## config.mk

```make
export PLATFORM = sky130hd
export DESIGN_NAME = lut_neuron_array_flat
export DESIGN_NICKNAME = d
export VERILOG_FILES = /design/src/rtl/lut_neuron_array_if.sv /design/src/rtl/lut_neuron_array.sv /design/src/flat_wrapper.sv
export SDC_FILE = /design/constraint.sdc
export NUM_CORES = 1
export LEC_CHECK = 0
export CORE_MARGIN = 3
export CORE_UTILIZATION = 56
export DETAILED_ROUTE_END_ITERATION = 8
export HOLD_SLACK_MARGIN = 0.02
export PLACE_DENSITY = 0.86
export SYNTH_ARGS = -nofsm -noshare
export SYNTH_HDL_FRONTEND = slang
export SYNTH_SLANG_ARGS = --single-unit
```

## constraint.sdc

```tcl
create_clock -name clk -period 1.8 [get_ports clk]
set_clock_uncertainty 0.2 [all_clocks]
set_input_delay 0.27 -clock clk [delete_from_list [all_inputs] [get_ports clk]]
set_output_delay 0.27 -clock clk [all_outputs]
set_load 0.02 [all_outputs]
```

## src/rtl/lut_neuron_array_if.sv

```systemverilog
// Stream, output and configuration signals of lut_neuron_array bundled as one port.
// The cfg_re/cfg_rdata pair exists only when LUT_READBACK_EN is defined.
interface lut_neuron_array_if #(
  parameter int FANIN    = 6,
  parameter int OUT_BITS = 1,
  parameter int NEURONS  = 4
);
  localparam int NW = (NEURONS > 1) ? $clog2(NEURONS) : 1;

  logic                         in_valid;
  logic                         in_ready;
  logic [NEURONS*FANIN-1:0]     in_data;
  logic                         out_valid;
  logic                         out_ready;
  logic [NEURONS*OUT_BITS-1:0]  out_data;
  logic                         cfg_we;
  logic [NW-1:0]                cfg_neuron;
  logic [FANIN-1:0]             cfg_addr;
  logic [OUT_BITS-1:0]          cfg_data;
`ifdef LUT_READBACK_EN
  logic                         cfg_re;
  logic [OUT_BITS-1:0]          cfg_rdata;

  modport master (
    output in_valid, in_data, out_ready, cfg_we, cfg_neuron, cfg_addr, cfg_data, cfg_re,
    input  in_ready, out_valid, out_data, cfg_rdata
  );
  modport slave (
    input  in_valid, in_data, out_ready, cfg_we, cfg_neuron, cfg_addr, cfg_data, cfg_re,
    output in_ready, out_valid, out_data, cfg_rdata
  );
`else
  modport master (
    output in_valid, in_data, out_ready, cfg_we, cfg_neuron, cfg_addr, cfg_data,
    input  in_ready, out_valid, out_data
  );
  modport slave (
    input  in_valid, in_data, out_ready, cfg_we, cfg_neuron, cfg_addr, cfg_data,
    output in_ready, out_valid, out_data
  );
`endif
endinterface

```

## src/rtl/lut_neuron_array.sv

```systemverilog
// Array of runtime-programmable truth-table neurons with a registered valid/ready output.
// Optional table readback port is enabled by defining LUT_READBACK_EN.
module lut_neuron_array #(
  parameter int FANIN    = 6,
  parameter int OUT_BITS = 1,
  parameter int NEURONS  = 4
) (
  input logic              clk,
  input logic              rst,
  lut_neuron_array_if.slave bus
);
  localparam int NW    = (NEURONS > 1) ? $clog2(NEURONS) : 1;
  localparam int DEPTH = 1 << FANIN;
  localparam logic [NW:0] NLIMIT = (NW+1)'(NEURONS);

  logic [OUT_BITS-1:0]         lutMem [NEURONS][DEPTH];
  logic                        outValid;
  logic [NEURONS*OUT_BITS-1:0] outData;
  logic [NEURONS*OUT_BITS-1:0] lookupVec;
  logic                        accept;
  logic                        cfgInRange;
  logic                        cfgHit;

  // Tables were generated with the input MSB first, so the index is the reversed input.
  function automatic logic [FANIN-1:0] bitRev(input logic [FANIN-1:0] x);
    logic [FANIN-1:0] r;
    r = '0;
    for (int i = 0; i < FANIN; i++) r[i] = x[FANIN-1-i];
    return r;
  endfunction

  assign cfgInRange    = ({1'b0, bus.cfg_neuron} < NLIMIT);
  assign cfgHit        = bus.cfg_we && cfgInRange;
  assign bus.in_ready  = (!outValid || bus.out_ready) && !bus.cfg_we;
  assign accept        = bus.in_valid && bus.in_ready;
  assign bus.out_valid = outValid;
  assign bus.out_data  = outData;

  always_comb begin
    lookupVec = '0;
    for (int n = 0; n < NEURONS; n++) begin
      lookupVec[n*OUT_BITS +: OUT_BITS] = lutMem[n][bitRev(bus.in_data[n*FANIN +: FANIN])];
    end
  end

  always_ff @(posedge clk) begin
    if (rst) begin
      outValid <= 1'b0;
      outData  <= '0;
      for (int n = 0; n < NEURONS; n++) begin
        for (int d = 0; d < DEPTH; d++) lutMem[n][d] <= '0;
      end
    end else begin
      if (accept) begin
        outData  <= lookupVec;
        outValid <= 1'b1;
      end else if (bus.out_ready) begin
        outValid <= 1'b0;
      end
      if (cfgHit) lutMem[bus.cfg_neuron][bus.cfg_addr] <= bus.cfg_data;
    end
  end

`ifdef LUT_READBACK_EN
  logic [OUT_BITS-1:0] cfgRdata;

  assign bus.cfg_rdata = cfgRdata;

  // Reads sample the table before any same-edge write lands, so they return the old entry.
  always_ff @(posedge clk) begin
    if (rst) begin
      cfgRdata <= '0;
    end else if (bus.cfg_re) begin
      cfgRdata <= cfgInRange ? lutMem[bus.cfg_neuron][bus.cfg_addr] : '0;
    end
  end
`endif
endmodule

```

## src/flat_wrapper.sv

```systemverilog
// flat-port wrapper written by rule: the top's interface ports become plain ports
module lut_neuron_array_flat 
#(
  parameter int FANIN    = 6,
  parameter int OUT_BITS = 1,
  parameter int NEURONS  = 4
)
  (clk, rst, bus_in_valid, bus_in_data, bus_out_ready, bus_cfg_we, bus_cfg_neuron, bus_cfg_addr, bus_cfg_data, bus_in_ready, bus_out_valid, bus_out_data);
  lut_neuron_array_if #(.FANIN(FANIN), .OUT_BITS(OUT_BITS), .NEURONS(NEURONS)) bus_i ();
  input logic clk;
  input logic rst;
  input wire logic [$bits(bus_i.in_valid)-1:0] bus_in_valid;
  input wire logic [$bits(bus_i.in_data)-1:0] bus_in_data;
  input wire logic [$bits(bus_i.out_ready)-1:0] bus_out_ready;
  input wire logic [$bits(bus_i.cfg_we)-1:0] bus_cfg_we;
  input wire logic [$bits(bus_i.cfg_neuron)-1:0] bus_cfg_neuron;
  input wire logic [$bits(bus_i.cfg_addr)-1:0] bus_cfg_addr;
  input wire logic [$bits(bus_i.cfg_data)-1:0] bus_cfg_data;
  output wire logic [$bits(bus_i.in_ready)-1:0] bus_in_ready;
  output wire logic [$bits(bus_i.out_valid)-1:0] bus_out_valid;
  output wire logic [$bits(bus_i.out_data)-1:0] bus_out_data;
  assign bus_i.in_valid = bus_in_valid;
  assign bus_i.in_data = bus_in_data;
  assign bus_i.out_ready = bus_out_ready;
  assign bus_i.cfg_we = bus_cfg_we;
  assign bus_i.cfg_neuron = bus_cfg_neuron;
  assign bus_i.cfg_addr = bus_cfg_addr;
  assign bus_i.cfg_data = bus_cfg_data;
  assign bus_in_ready = bus_i.in_ready;
  assign bus_out_valid = bus_i.out_valid;
  assign bus_out_data = bus_i.out_data;
  lut_neuron_array #(.FANIN(FANIN), .OUT_BITS(OUT_BITS), .NEURONS(NEURONS)) u_core (.clk(clk), .rst(rst), .bus(bus_i));
endmodule
```

### Word level (Yosys, flattened, before mapping)

Memory sizes are Yosys's and may differ from the RTL's.
Index checks and enable logic that the tools add are counted.

* add/sub/neg operators: 0
* multipliers: 0
* divide/modulo/power cells: 0
* order comparisons: 6
* eq/ne operators: 0
* shifts and indexed selects: 0
* muxes and demuxes: 24
* bitwise gates (word level): 5
* reductions and logical operators: 8

Operators by type and width (number)
* 64-bit two-way mux: 3
* 64-bit OR reduction: 1
* 7-bit greater-or-equal comparator, second input constant: 5
* 6-bit NOT with 7-bit output: 5
* 1-bit binary-select mux with 6-bit select: 4
* 1-bit two-way mux: 15
* 7-bit by 1-bit less-than comparator with 1-bit output, second input constant: 1
* 1-bit demux with 6-bit select: 1
* 1-bit logical AND: 3
* 1-bit logical NOT: 2
* 2-bit two-way mux: 1
* 2-bit nonzero test: 1
* 1-bit logical OR: 1

* register bits: 5
* latch bits: 0
* RAM bits: 256
* ROM bits: 0
* input bits: 38
* output and inout bits: 6
* logic and storage cells: 46
* memories kept: 1

Memory list
* u_core.lutMem: words 4, bits a word 64, rd ports 4, clocked after Yosys merged registers in 0, write ports 4, line lut_neuron_array.sv:16 `logic [OUT_BITS-1:0] lutMem [NEURONS][DEPTH];`

### Logic depth before layout (Yosys ltp)

Gate-level depths: netlist of the first run.

* depth after elaboration: 8
* gate-level depth with buffers: 7
* mapped depth without buffers: 5

### Worst setup path before layout of the first run

No wires, ideal clock.

* kind: input to register
* start point: input port bus_cfg_addr[5]
* end point: memory u_core.lutMem[0][25] (netlist name) (enable)
* library setup time: 0.305 ns
* arrival: 1.481 ns
* required time: 1.295 ns
* slack: -0.186 ns
* cell stages on the path: 4
* path buffers: 1
* cell sequence: clkbuf_1 -> nor3b_1 -> nand2_1 -> o21bai_1

RTL lines
* from (decl): line flat_wrapper.sv:17 `input wire logic [$bits(bus_i.cfg_addr)-1:0] bus_cfg_addr;`
* to (decl): line lut_neuron_array.sv:16

==> results of run 1 <==
-- kinds of logic after synthesis --
group | Yosys count | synth area share (%)
simple gates | 413 | 12.37
mux | 92 | 12.35
flops | 261 | 55.69
compound gates | 290 | 15.64
buf+inv | 118 | 3.955
-- worst max path at each step --
stage	start	endpoint	cells after the start
2_1_floorplan	rst	u_core.lutMem[0][27]$_SDFFCE_PN0P_	4
3_3_place_gp	bus_in_data[3]	u_core.bus.out_data[0]$_SDFFE_PP0P_	8
3_5_place_dp	bus_in_data[3]	u_core.bus.out_data[0]$_SDFFE_PP0P_	9
4_1_cts	u_core.lutMem[0][15]$_SDFFCE_PN0P_	u_core.bus.out_data[0]$_SDFFE_PP0P_	7
5_1_grt	u_core.lutMem[0][15]$_SDFFCE_PN0P_	u_core.bus.out_data[0]$_SDFFE_PP0P_	7
6_report	u_core.lutMem[0][15]$_SDFFCE_PN0P_	u_core.bus.out_data[0]$_SDFFE_PP0P_	7
-- power by group --
group          internal [µW]  switching [µW]
Sequential              6960             119
Clock                   2880            2330
Combinational            897             978
Total                  10700            3430
-- routing by layer --
layer  vias to the layer above  GRT usage (%)
met5                         -              0
met4                         0          15.15
met3                       223          7.415
met2                       896          52.30
met1                      5423          39.53
li1                       4610              -
-- flip-flops by register name, indices dropped and copies added, names as in the netlist --
name / flops
u_core.bus.out_valid: 1
u_core.bus.out_data: 4
u_core.lutMem: 256
-- what timing repair did --
item | in CTS | in global routing
gates resized for setup | 97 | 41
buffers inserted | 9 | 0
gates cloned | 2 | 0
pin swaps | 21 | 6
hold buffers | 1 | 0
endpoints found under the hold margin | 3 | 0
setup endpoints to repair | 359 | 66
-- through the flow --
step	utilization (%)	hold slack [ns]	instances	area, µm²	worst slack, ns
finish	70.40	0.03768	1651	17220	-0.4171
global route	70.40	0.06393	1651	17220	-0.4719
CTS	70.02	0.03258	1651	17130	-0.3087
detailed placement	65.36	0.3410	1591	15990	-1.073
global placement	65.36	0.3124	1591	15990	-1.041
floorplan	-	0.2476	1174	14100	-0.1206
-- final cells by class --
cell class / count / area, µm² / area share [%]
flip-flops and latches: 261 / 7789 / 45.23
clock buffers: 32 / 694.4 / 4.033
well taps: 324 / 405.4 / 2.354
multi-input cells: 795 / 5986 / 34.76
clock inverters: 16 / 101.3 / 0.5885
inverters: 4 / 15.01 / 0.08719
repair buffers: 219 / 2230 / 12.95
-- placed cells by master (no fill, tap or decap), types with 5 or more instances in the layout --
master and instances:
nor3b_1 12, mux4_1 9, clkbuf_16 27, clkinv_1 7
mux4_2 47, nand2_2 29, buf_4 131, mux2_2 11
nand2_1 41, nand3_1 9, nor4_1 7, o21bai_1 253
buf_6 10, clkinv_2 6, dlygate4sd2_1 11, nor2_1 275
mux2i_1 16, clkdlybuf4s50_1 25, buf_12 33, mux2i_2 6
clkbuf_1 5, a2111oi_2 6, edfxtp_1 256
-- tightest hold or removal path, delay by kind of cell --
family / cells / cell delay, ns
buffers and inverters: 2 / 0.26
AOI/OAI and AO/OA: 1 / 0.11
==> metrics.txt, run 1 <==
status finished with violations; failing checks setup timing; RSZ-0062 raised after global routing yes; H-tree levels 1; Initial Util 57.17%; Top Ports 44; met1 WL 14100 µm; drc violations 0; CP max FO 1; Avg Inst Size Synth 11.91 µm²; routed via count 11150; synth warn 0; Setup TNS -1.033 ns; DR iter-0 viols 1639; Slew HR 38.37%; final hold vios 0; Post-synth EDFFs 256; startpoint types flip-flop; met2 routed WL 20470 µm; post-layout min period 2.217 ns; Final #Nets 1346; Crit Reg-Reg Startpoint u_core.lutMem[0][15]$_SDFFCE_PN0P_; CP Cell Sequence mux4_2 > mux2i_2 > buf_4 > nor3b_4 > a2111oi_4 > buf_4 > nor4_2; post-synthesis sequential area ratio 55.69%; die area 26900 µm²; CP endpoint kind flip-flop; Post-Syn Instances 1174; FILL cells 1481; CTS tree done; Area growth, synth to finish 23.14%; Cell variety after synth 37; mapped cell area 13980 µm²; pin count of the biggest net entering global routing 76; fin crit share 123.2%; Setup WS post-layout -0.4171 ns; Hold EP u_core.lutMem[3][30]$_SDFFCE_PN0P_; Post-Route WL 42330 µm; CP required 2.01 ns; Crit path top cell by count buf_4; final setup fails 4; Synth area leaders edfxtp_1 55%, o21bai_1 14%, nor2_1 7.5%; most frequent cell after synthesis nor2_1; Max Used Layer met4; initial antenna violation count 0; Die Span X 164.0 µm; max-cap check violation count 0; share of the synthesized area in the top cell type 54.97%; Crit-path slowest cell mux4_2; drt first pass iters 5; Final Max Tran Viols 0; Pleak 0.005590 µW; Post-Syn Nets 1212; IO Port Bufs 43; Worst-path clk slew 0.06 ns; wire per inst 25.64 µm; diode count 0; worst hold start rst; Cell Pwr Density 822.5 nW/µm²; r2r endpoint u_core.bus.out_data[0]$_SDFFE_PP0P_; core outline area 24460 µm²; top cell type by total area after synthesis edfxtp_1; Total GRT Usage 31.63%; Root Driver clkbuf_16; slowest stage delay, CP 0.47 ns; Least-Margin Pin Slew 0.9129 ns; Worst path top cell family by delay multiplexers; DP HPWL 26640 µm; Highest Clock Rate 451.0 MHz; vias in the first global route 11120; Die Y 164.0 µm; first-pass GRT wire length 63910 µm; share of layout cells above drive strength 1 27.05%; Yosys reg bits 261; CTS Buf Count 27; reg2reg setup slack -0.42 ns; row count 57; drt via density 6.755; Primary FF master, synth edfxtp_1; Tot Pwr 14160 µW; worst path bufs/invs 2; ANT nets after route 0; clk_lat worst skew 0.54 ns; Post-synth ARST share 0%; routed wl met3 5144 µm; Hold Crit Depth 3; gr ovfl total 0; Worst Reg2Reg Path Length in Cells 7; Hold Crit Class primary input to flip-flop; kind of critical path flip-flop to flip-flop; GP Congestion 0.9796; Critical Path AT 2.43 ns; peak supply drop 509.7 µV; clock sink count 261; CTS max path bufs 3; Commonest cells post-synth 280 x nor2_1, 256 x edfxtp_1, 256 x o21bai_1
(Power assumes the default switching activity.)
==> run 2: changes to the inputs <==
SLEW_MARGIN = 20   (was not set)
==> results of run 2 <==
Same layout as run 1: the final DEF is identical, and so are final timing and power.
